$ cat src/rtl/proc_io_ctrl.sv
// proc_io_ctrl
//   I/O port controller between the proc_fx core and external sample
//   sources/sinks. Each input and output channel has a single-entry holding
//   register with a full bit. Reads of empty inputs and overwrites of
//   unconsumed outputs raise sticky per-channel flags.
// Ports
//   clk, rst                      clock, synchronous active-low reset
//   proc_req_in/proc_addr_in      core input-read strobe and channel select
//   proc_io_in                    selected input word (combinational)
//   proc_out_en/proc_addr_out     core output-write strobe and channel select
//   proc_io_out                   word written by the core
//   s_data/s_valid/s_ready        input channels (ch k = [k*NUBITS +: NUBITS])
//   m_data/m_valid/m_ready        output channels, same packing
//   underrun/overrun              sticky event flags
//   clr_flags                     clears both flag vectors
module proc_io_ctrl #(
  parameter int unsigned NUBITS = 16,
  parameter int unsigned NUIOIN = 8,
  parameter int unsigned NUIOOU = 8,
  parameter int unsigned NAIN   = (NUIOIN > 1) ? $clog2(NUIOIN) : 1,
  parameter int unsigned NAOU   = (NUIOOU > 1) ? $clog2(NUIOOU) : 1
) (
  input  logic                     clk,
  input  logic                     rst,
  input  logic                     proc_req_in,
  input  logic [NAIN-1:0]          proc_addr_in,
  output logic [NUBITS-1:0]        proc_io_in,
  input  logic                     proc_out_en,
  input  logic [NAOU-1:0]          proc_addr_out,
  input  logic [NUBITS-1:0]        proc_io_out,
  input  logic [NUIOIN*NUBITS-1:0] s_data,
  input  logic [NUIOIN-1:0]        s_valid,
  output logic [NUIOIN-1:0]        s_ready,
  output logic [NUIOOU*NUBITS-1:0] m_data,
  output logic [NUIOOU-1:0]        m_valid,
  input  logic [NUIOOU-1:0]        m_ready,
  output logic [NUIOIN-1:0]        underrun,
  output logic [NUIOOU-1:0]        overrun,
  input  logic                     clr_flags
);

  logic [NUBITS-1:0] in_reg_q  [NUIOIN];
  logic [NUBITS-1:0] in_reg_d  [NUIOIN];
  logic [NUBITS-1:0] out_reg_q [NUIOOU];
  logic [NUBITS-1:0] out_reg_d [NUIOOU];
  logic [NUIOIN-1:0] in_full_q, in_full_d;
  logic [NUIOOU-1:0] out_full_q, out_full_d;
  logic [NUIOIN-1:0] under_q, under_d;
  logic [NUIOOU-1:0] over_q, over_d;
  logic              rd_addr_ok, wr_addr_ok;

  // Extra bit keeps the range test meaningful for power-of-2 channel counts.
  always_comb begin
    rd_addr_ok = {1'b0, proc_addr_in}  < (NAIN+1)'(NUIOIN);
    wr_addr_ok = {1'b0, proc_addr_out} < (NAOU+1)'(NUIOOU);
  end

  // Handshake outputs are forced low while reset is asserted.
  always_comb begin
    s_ready    = {NUIOIN{rst}} & ~in_full_q;
    m_valid    = {NUIOOU{rst}} & out_full_q;
    proc_io_in = rd_addr_ok ? in_reg_q[proc_addr_in] : '0;
    underrun   = under_q;
    overrun    = over_q;
    m_data     = '0;
    for (int unsigned j = 0; j < NUIOOU; j++) begin
      m_data[j*NUBITS +: NUBITS] = out_reg_q[j];
    end
  end

  always_comb begin
    logic ld, rd;
    ld = 1'b0;
    rd = 1'b0;
    for (int unsigned k = 0; k < NUIOIN; k++) begin
      ld = s_valid[k] & s_ready[k];
      rd = proc_req_in & rd_addr_ok & (proc_addr_in == NAIN'(k));
      in_reg_d[k]  = ld ? s_data[k*NUBITS +: NUBITS] : in_reg_q[k];
      // A same-cycle load outranks the read's clear.
      in_full_d[k] = ld | (in_full_q[k] & ~rd);
      // A same-cycle event outranks clr_flags.
      under_d[k]   = (under_q[k] & ~clr_flags) | (rd & ~in_full_q[k]);
    end
  end

  always_comb begin
    logic wr, pop;
    wr  = 1'b0;
    pop = 1'b0;
    for (int unsigned j = 0; j < NUIOOU; j++) begin
      wr  = proc_out_en & wr_addr_ok & (proc_addr_out == NAOU'(j));
      pop = m_valid[j] & m_ready[j];
      out_reg_d[j]  = wr ? proc_io_out : out_reg_q[j];
      out_full_d[j] = wr | (out_full_q[j] & ~pop);
      // Writing while the old word is popped is a clean hand-over, not an overrun.
      over_d[j]     = (over_q[j] & ~clr_flags) | (wr & out_full_q[j] & ~pop);
    end
  end

  always_ff @(posedge clk) begin
    if (!rst) begin
      in_full_q  <= '0;
      out_full_q <= '0;
      under_q    <= '0;
      over_q     <= '0;
      for (int unsigned k = 0; k < NUIOIN; k++) in_reg_q[k] <= '0;
      for (int unsigned j = 0; j < NUIOOU; j++) out_reg_q[j] <= '0;
    end else begin
      in_full_q  <= in_full_d;
      out_full_q <= out_full_d;
      under_q    <= under_d;
      over_q     <= over_d;
      for (int unsigned k = 0; k < NUIOIN; k++) in_reg_q[k] <= in_reg_d[k];
      for (int unsigned j = 0; j < NUIOOU; j++) out_reg_q[j] <= out_reg_d[j];
    end
  end

endmodule
$ cat config.mk
export PLATFORM = sky130hd
export DESIGN_NAME = proc_io_ctrl
export DESIGN_NICKNAME = d
export VERILOG_FILES = /design/src/rtl/proc_io_ctrl.sv
export SDC_FILE = /design/constraint.sdc
export NUM_CORES = 1
export LEC_CHECK = 0
export CAP_MARGIN = 20
export CORE_MARGIN = 2
export CORE_UTILIZATION = 40
export CTS_BUF_LIST = sky130_fd_sc_hd__clkbuf_4 sky130_fd_sc_hd__clkbuf_8
export DETAILED_ROUTE_END_ITERATION = 6
export PLACE_DENSITY_LB_ADDON = 0.12
export SLEW_MARGIN = 20
export SYNTH_ARGS = -nofsm -noshare
export SYNTH_HDL_FRONTEND = slang
export SYNTH_SLANG_ARGS = --single-unit
$ cat constraint.sdc
create_clock -name clk -period 2.01 [get_ports clk]
set_input_delay 0.402 -clock clk [delete_from_list [all_inputs] [get_ports clk]]
set_output_delay 0.402 -clock clk [all_outputs]
set_load 0.05 [all_outputs]
==> results of run 1 <==
layout make-up:
cell class / instances / share of cell area [%]
inverter: 18 / 0.368
timing repair buffer: 444 / 24.9
multi-input combinational: 730 / 27.8
clock buffer: 87 / 5.70
antenna: 3 / 0.0409
sequential: 288 / 38.4
tap: 396 / 2.70
clock inverter: 5 / 0.157
per-stage QoR:
stage / power [W] / TNS, ps / worst slack (ps) / utilization [%]
after floorplan: 0.00773 / -597 / -160 / -
after global placement: 0.00887 / -7710 / -554 / 55.4
after detailed placement: 0.00887 / -7980 / -553 / 55.4
after CTS: 0.0146 / -2680 / -344 / 60.0
after global routing: 0.0150 / -2870 / -369 / 60.3
final: 0.0145 / -2040 / -327 / 60.3
report_power, final:
part	internal (W)	leakage (nW)	switching (W)	total, W
combinational	0.00110	4.52	0.00124	0.00234
clock	0.00325	0.573	0.00235	0.00560
sequential	0.00642	2.67	0.000158	0.00658
flip-flops by register name, summed over array words and instances (netlist names):
register    cells
in_reg_q      128
overrun         8
in_full_q       8
out_reg_q     128
out_full_q      8
underrun        8
worst paths after layout:
kind	start	to	slack (ps)	cells after the start
setup / recovery	in_reg_q[5][2]	proc_io_in[2]	-330	3
hold / removal	rst	in_full_q[0]	250	2
setup reg to reg	in_full_q[5]	in_reg_q[5][2]	760	3
hold reg to reg	out_reg_q[0][49]	out_reg_q[0][49]	450	2
cells in the final DEF (no fill, tap or decap), types with 6 or more instances in the layout:
master	synthesis	layout
sky130_fd_sc_hd__a21boi_0	107	107
sky130_fd_sc_hd__a21boi_1	19	19
sky130_fd_sc_hd__a21boi_2	9	9
sky130_fd_sc_hd__and2_1	51	51
sky130_fd_sc_hd__and3_1	96	96
sky130_fd_sc_hd__buf_12	0	46
sky130_fd_sc_hd__buf_4	12	107
sky130_fd_sc_hd__buf_6	18	7
sky130_fd_sc_hd__clkbuf_4	0	24
sky130_fd_sc_hd__clkbuf_8	1	63
sky130_fd_sc_hd__clkdlybuf4s50_1	0	166
sky130_fd_sc_hd__dfxtp_1	160	160
sky130_fd_sc_hd__dlygate4sd2_1	0	110
sky130_fd_sc_hd__edfxtp_1	128	128
sky130_fd_sc_hd__inv_1	18	18
sky130_fd_sc_hd__mux2_2	25	8
sky130_fd_sc_hd__mux2_4	0	17
sky130_fd_sc_hd__mux2i_1	15	10
sky130_fd_sc_hd__mux4_2	8	8
sky130_fd_sc_hd__nand2_1	261	260
sky130_fd_sc_hd__nand2b_1	11	8
sky130_fd_sc_hd__nor2b_1	21	17
sky130_fd_sc_hd__o211a_1	7	7
sky130_fd_sc_hd__o21ai_1	0	6
sky130_fd_sc_hd__o22ai_1	20	7
sky130_fd_sc_hd__o22ai_4	0	11
sky130_fd_sc_hd__o2bb2ai_2	0	8
cell families after synthesis:
kind of cell | after synthesis | share of synthesized area [%]
simple gates | 477 | 19.8
flops | 288 | 57.2
compound gates | 204 | 12.6
buf+inv | 117 | 5.38
mux | 48 | 4.97
routing by layer:
| metal | share of wire (%) | vias up |
|---|---|---|
| li1 | - | 4766 |
| met1 | 40 | 4732 |
| met2 | 49 | 370 |
| met3 | 9.7 | 44 |
| met4 | 1.4 | 0 |
| met5 | 0 | - |
synthesized netlist by cell type, types with 5 or more instances:
master	count	area, um2
sky130_fd_sc_hd__o211a_1	7	70.1
sky130_fd_sc_hd__inv_1	18	67.6
sky130_fd_sc_hd__nand2b_1	11	68.8
sky130_fd_sc_hd__buf_6	18	203
sky130_fd_sc_hd__a211oi_1	5	37.5
sky130_fd_sc_hd__mux2_2	25	282
sky130_fd_sc_hd__o21ai_0	8	40.0
sky130_fd_sc_hd__a21boi_0	107	803
sky130_fd_sc_hd__and3_1	96	601
sky130_fd_sc_hd__nor2b_1	21	131
sky130_fd_sc_hd__o32ai_1	5	43.8
sky130_fd_sc_hd__edfxtp_1	128	3840
sky130_fd_sc_hd__o22ai_1	20	125
sky130_fd_sc_hd__nand4_1	5	31.3
sky130_fd_sc_hd__a21boi_2	9	101
sky130_fd_sc_hd__dfxtp_1	160	3200
sky130_fd_sc_hd__nand2_1	261	980
sky130_fd_sc_hd__a21boi_1	19	143
sky130_fd_sc_hd__clkbuf_1	41	154
sky130_fd_sc_hd__buf_4	12	90.1
sky130_fd_sc_hd__mux2i_1	15	150
sky130_fd_sc_hd__o2bb2ai_1	10	87.6
sky130_fd_sc_hd__a221oi_1	6	52.6
sky130_fd_sc_hd__mux4_2	8	180
sky130_fd_sc_hd__and2_1	51	319
sky130_fd_sc_hd__buf_2	25	125
repair_timing:
item | CTS | global route
buffers inserted | 4 | 0
cloned | 4 | 0
resized for setup | 187 | 19
endpoints found under the setup margin | 126 | 17
pin swaps | 14 | 9
==> run_results.csv, run 1 <==
group,metric,value,unit
placed_design,place_inst,1868,
global_route,grt_util_all_layers,25.1,%
worst_setup_path,critical-path-slowest-cell,"sky130_fd_sc_hd__mux4_2",
global_route,gr_layer_usage_met2,43.6,%
timing,slew_violations,0,
die,floorplan.initialDensity,40.5,%
timing,maxClockFrequency,428,MHz
global_route,grt_pass1_vias,10100,
power,power_density,791,nW/um2
synthesis,mappedNetlistArea,12300,um2
global_route,wire_length_of_the_first_global_routing_pass,61.9,mm
timing,setup_repair_after_global_routing_missed_its_margin,"yes",
timing,finalWorstPathRequiredPeriod,2340,ps
timing,hold_viol,0,
drt,antenna_left,0,
timing,setup-violations-final,16,
worst_setup_path,worst_setup_path_start_kind,"register",
finish,design_area,18400,um2
timing,tightestPinTransition,556,ps
drt,wl_per_cell,21.2,um
run,drv_cap,0,
worst_setup_path,critPathTopFamily,"multiplexers",
clocking,cts_max_path_buffers,3,
worst_setup_path,worst-setup-path-type,"reg2out",
global_route,antenna_found_initial,4,
placed_design,placer_congestion,0.834,
global_route,grt.met1_usage,29.4,%
drt,remaining_drc_errors,0,
clocking,clkSlewWorstSetupHoldPaths,60,ps
timing,final_critical_path_setup_slack,-327,ps
drt,routed-via-count,9912,
global_route,groute.layer.met3.usage,9.93,%
placed_design,port_buffers,346,
synthesis,postSynthRegisterBits,288,
die,die_w,179,um
drt,drt_total_wl,41.8,mm
finish,number_of_non_filler_instances_in_the_completed_layout,1971,
placed_design,post_dp_cell_area,16900,um2
synthesis,count_of_yosys_warnings_during_synthesis,0,
clocking,cts_root_buffer,"sky130_fd_sc_hd__clkbuf_8",
finish,fillerInstances,2578,
worst_setup_path,cp_slowest_stage_delay,500,ps
drt,detailedRoute.firstPassIterationCount,5,
synthesis,synthesis.instances,1134,
die,die_area,32200,um2
finish,seqCellArea,7050,um2
power,peakVddDrop,546,uV
synthesis,synth_cell_type_count,48,
clocking,post_cts_hold_buffer_count,0,
clocking,cts_htree_levels,2,
global_route,grt_max_degree,68,
drt,detail_route.vias_per_cell,5.03,
die,design.core.area,30400,um2
timing,fin_skew,14.4,ps
clocking,cts_tree,"built",
outcome,run_status,"finished with violations",
synthesis,synth_nets,1305,
worst_setup_path,timing.critical_path.cells,"mux4_2 -> mux2_4 -> buf_6",
clocking,number_of_sinks_handled_by_clock_tree_synthesis,288,
finish,final_layout_size_suffix_gt1_share,23.4,%
power,total_leakage_power,7.76,nW
worst_setup_path,crit_path_end_kind,"output pin",
worst_setup_path,cp_data_arrival_time,1940,ps
finish,layout.nets,1703,
finish,area_of_the_multi_input_gates,5100,um2
synthesis,ys.flop_type,"sky130_fd_sc_hd__dfxtp_1",
worst_setup_path,worstPathMaxFanout,1,
clocking,worstSkewPairLatency,560,ps
clocking,numCtsBuffers,50,
worst_hold_path,hold_path.class,"in2reg",
global_route,grt_most_used_layer,"met2",
synthesis,postSynthAreaPerCell,10.9,um2
outcome,violations,"negative setup slack",
drt,initialDrtViolationCount,651,
die,top_level_ports,347,
die,placementRows,64,
placed_design,place.detailed.hpwl,30.6,mm
worst_setup_path,worstPathBufferInverterCount,1,
synthesis,synth_enable_flop_cells,128,
timing,slew_headroom,63.1,%
timing,fin_worst_hold_slack,247,ps
synthesis,synth.yosys.seq_area_share,57.2,%
timing,timing.final.crit_share,116,%
synthesis,synthArstFlopShare,0,%
global_route,globalRouteOverflowTotal,0,
worst_setup_path,worst-endpoint-required,1610,ps
die,die_y,179,um
finish,syn_to_final_growth,49.2,%
Power figures use the tool's default switching activity.
==> run 2: changes to the inputs <==
--- a/config.mk
+++ b/config.mk
@@ -5,10 +5,12 @@
 export SDC_FILE = /design/constraint.sdc
 export NUM_CORES = 1
 export LEC_CHECK = 0
+export ABC_AREA = 1
 export CAP_MARGIN = 20
 export CORE_MARGIN = 2
 export CORE_UTILIZATION = 40
 export CTS_BUF_LIST = sky130_fd_sc_hd__clkbuf_4 sky130_fd_sc_hd__clkbuf_8
+export CTS_CLUSTER_SIZE = 25
 export DETAILED_ROUTE_END_ITERATION = 6
 export PLACE_DENSITY_LB_ADDON = 0.12
 export SLEW_MARGIN = 20
==> run 2 against run 1 <==
The run now ends clean; non-clock buffer count down 47; maximum frequency up 20%; combinational power grew 5%; first-iteration DRC count fell by 2.9%; global-route usage decreased by 0.17 points; critical path type unchanged; critical endpoint is now proc_io_in[5]; largest cell class unchanged.
==> run_results.csv, run 2 <==
group,metric,value,unit
drt,routed-via-count,10800,
worst_setup_path,r2r_slack,550,ps
worst_setup_path,r2r_cells,6,
drt,remaining_drc_errors,0,
die,placementRows,63,
drt,detailedRoute.firstPassIterationCount,5,
placed_design,place.detailed.hpwl,29.9,mm
finish,number_of_non_filler_instances_in_the_completed_layout,2322,
synthesis,synthesis.instances,1513,
finish,layout.nets,2062,
clocking,numCtsBuffers,50,
placed_design,post_dp_cell_area,16400,um2
timing,slew_headroom,43.9,%
die,design.core.area,29600,um2
synthesis,postSynthRegisterBits,288,
clocking,post_cts_hold_buffer_count,0,
timing,slew_violations,0,
finish,fin_util,58.9,%
synthesis,count_of_yosys_warnings_during_synthesis,0,
power,total_leakage_power,8.53,nW
power,power_density,828,nW/um2
global_route,grt_pass1_vias,10500,
global_route,antenna_found_initial,0,
synthesis,synth_nets,1684,
worst_hold_path,worst_hold_path.num_cells,3,
die,die_y,178,um
worst_setup_path,critical_path.reg2reg.endpoint,"in_reg_q[5][11]",
power,peakVddDrop,592,uV
finish,design_area,17500,um2
worst_hold_path,worst_hold_startpoint,"rst",
worst_setup_path,worstPathMaxFanout,1,
clocking,cts_tree,"built",
clocking,worstSkewPairLatency,560,ps
drt,initialDrtViolationCount,632,
finish,top_regs,"in_reg_q x128, out_reg_q x128",
synthesis,synth_compound_area_share,6.47,%
worst_setup_path,cp_data_arrival_time,1550,ps
timing,setup_repair_after_global_routing_missed_its_margin,"yes",
global_route,grt_util_all_layers,25.0,%
synthesis,synth-xor-area-share,0,%
worst_setup_path,critical-path-slowest-cell,"sky130_fd_sc_hd__edfxtp_1",
synthesis,synth.top_cell.area_share,31.9,%
clocking,number_of_sinks_handled_by_clock_tree_synthesis,288,
synthesis,synthArstFlopShare,0,%
worst_setup_path,cp_slowest_stage_delay,380,ps
finish,most-common-layout-cells,"sky130_fd_sc_hd__nand2_1, sky130_fd_sc_hd__nor2_1, sky130_fd_sc_hd__inv_1",
clocking,cts_max_path_buffers,3,
worst_setup_path,worst_setup_path_start_kind,"register",
timing,maxClockFrequency,513,MHz
worst_setup_path,worst-setup-path-type,"reg2out",
finish,final_layout_size_suffix_gt1_share,14.3,%
drt,antenna_left,0,
worst_setup_path,worstPathBufferInverterCount,1,
timing,finalWorstPathRequiredPeriod,1950,ps
timing,fin_skew,18.4,ps
synthesis,yosys.cell_count.top_type,"sky130_fd_sc_hd__nand2_1",
synthesis,ys.flop_type,"sky130_fd_sc_hd__dfxtp_1",
synthesis,synth_common_cells,"sky130_fd_sc_hd__nand2_1, sky130_fd_sc_hd__nor2_1, sky130_fd_sc_hd__inv_1",
drt,wl_per_cell,17.2,um
placed_design,placer_congestion,0.907,
die,die_area,31600,um2
finish,antenna-diode-count,0,
synthesis,simple_gate_area_share_of_the_yosys_netlist,26.0,%
worst_setup_path,regToRegStartpoint,"in_full_q[5]",
finish,syn_to_final_growth,44.8,%
placed_design,place_inst,2227,
synthesis,synth_cell_type_count,23,
global_route,globalRouteOverflowTotal,0,
worst_hold_path,hold_path.class,"in2reg",
timing,setup-violations-final,0,
drt,detail_route.vias_per_cell,4.67,
drt,drt_total_wl,40.0,mm
timing,hold_viol,0,
worst_setup_path,cp_common_cell,"sky130_fd_sc_hd__nand2_1",
worst_setup_path,worst-endpoint-required,1610,ps
clocking,cts_root_buffer,"sky130_fd_sc_hd__clkbuf_8",
worst_hold_path,worstHoldEndpoint,"out_reg_q[1][60]",
die,floorplan.initialDensity,40.7,%
synthesis,yosysTopAreaCell,"sky130_fd_sc_hd__edfxtp_1",
synthesis,post_synth_fa_ha_maj_area_fraction,0,%
synthesis,synth_top_family_by_area,"simple AND/OR/NAND/NOR gates",
placed_design,port_buffers,346,
synthesis,post_synth_mux_area_share,0,%
finish,fillerInstances,2772,
worst_setup_path,crit_path_end_kind,"output pin",
outcome,run_status,"finished, final reports clean",
die,top_level_ports,347,
timing,timing.final.crit_share,97.0,%
timing,fin_worst_hold_slack,251,ps
run,drv_cap,0,
synthesis,post_synth_main_area_contributors,"sky130_fd_sc_hd__edfxtp_1, sky130_fd_sc_hd__dfxtp_1, sky130_fd_sc_hd__nand2_1",
timing,tightestPinTransition,842,ps
die,die_w,178,um
synthesis,synth_enable_flop_cells,128,
synthesis,synth.yosys.seq_area_share,58.4,%
synthesis,mappedNetlistArea,12100,um2
clocking,clkSlewWorstSetupHoldPaths,60,ps
global_route,grt_max_degree,76,
worst_setup_path,timing.critical_path.cells,"nand2_1 -> nand2_2 -> nand2_1 -> nand2_1 -> nand2_1 -> nand2_2 -> buf_12",
synthesis,postSynthAreaPerCell,7.97,um2
finish,layout.cells.most_common,"sky130_fd_sc_hd__nand2_1",
global_route,wire_length_of_the_first_global_routing_pass,59.8,mm
clocking,cts_htree_levels,2,
worst_setup_path,critPathTopFamily,"simple AND/OR/NAND/NOR gates",
[run 2: changes by cell type in the layout (fill, tap and decap cells not counted), sizes merged, moves of 10 or more]
cell	delta
buf	-51
o21ai	+127
nand2	+178
mux2	-25
o2bb2ai	-10
a21boi	-135
and3	-96
nor2b	-21
nand2b	-11
inv	+166
nor2	+359
mux2i	-15
and2	-51
[run 2: worst max-delay path by stage]
stage	from	end	slack, ps	cells past startpoint
2_1_floorplan	rst	in_reg_q[0][0]	-130	6
3_3_place_gp	proc_addr_in[1]	proc_io_in[8]	-70	7
3_5_place_dp	proc_addr_out[2]	out_reg_q[1][41]	-80	7
4_1_cts	in_reg_q[5][6]	proc_io_in[6]	1	7
5_1_grt	in_reg_q[7][6]	proc_io_in[6]	-20	7
6_report	in_reg_q[7][5]	proc_io_in[5]	60	7
[run 2: logic make-up (layout without fill, tap and decap cells)]
group / count (synthesis) / after routing
buffers and inverters: 259 / 678
AO/OA/AOI/OAI: 152 / 152
AND/OR/NAND/NOR: 814 / 814
flip-flops: 288 / 288
[run 2: per-stage QoR]
step	worst slack [ps]	total power, W	TNS, ps
2_1_floorplan	-129	0.00792	-12320
3_3_place_gp	-68.7	0.00913	-684
3_5_place_dp	-80.7	0.00915	-1620
4_1_cts	1.18	0.0146	0
5_1_grt	-21.4	0.0150	-73.7
6_report	61.1	0.0145	0
[run 2: layer usage]
metal  share of wire [%]  GRT usage (%)
met1                  40           29.9
met2                  47           41.8
met3                  10           8.72
met4                 2.7           8.37
met5                   0              0
[run 2: cell type report]
cell class              instances  area, um2  area share (%)
clock buffers                  81        977            5.60
clock inverters                12       66.3           0.380
inverters                     188        714            4.09
multi-input cells             966       4030            23.1
flip-flops and latches        288       7050            40.4
well taps                     390        488            2.79
repair buffers                397       4140            23.7
[run 2: repair_timing]
item                                    CTS  global route
buffers inserted                          1             0
endpoints found under the setup margin  130            15
endpoints found under the hold margin     0             0
cloned                                    1             0
pin swaps                                 0            10
gates resized for setup                 124            39
[run 2: power breakdown]
part / switching, W / internal, W / total (W) / leakage, nW
Clock: 0.00236 / 0.00308 / 0.00544 / 0.552
Sequential: 0.000110 / 0.00647 / 0.00657 / 2.65
Combinational: 0.00150 / 0.000942 / 0.00245 / 5.33
Total: 0.00397 / 0.0105 / 0.0145 / 8.53
[run 2: tightest hold or removal path, cell delays in order]
cell and delay (ps):
sky130_fd_sc_hd__buf_4 210, sky130_fd_sc_hd__o21ai_0 110, sky130_fd_sc_hd__nor2_1 40
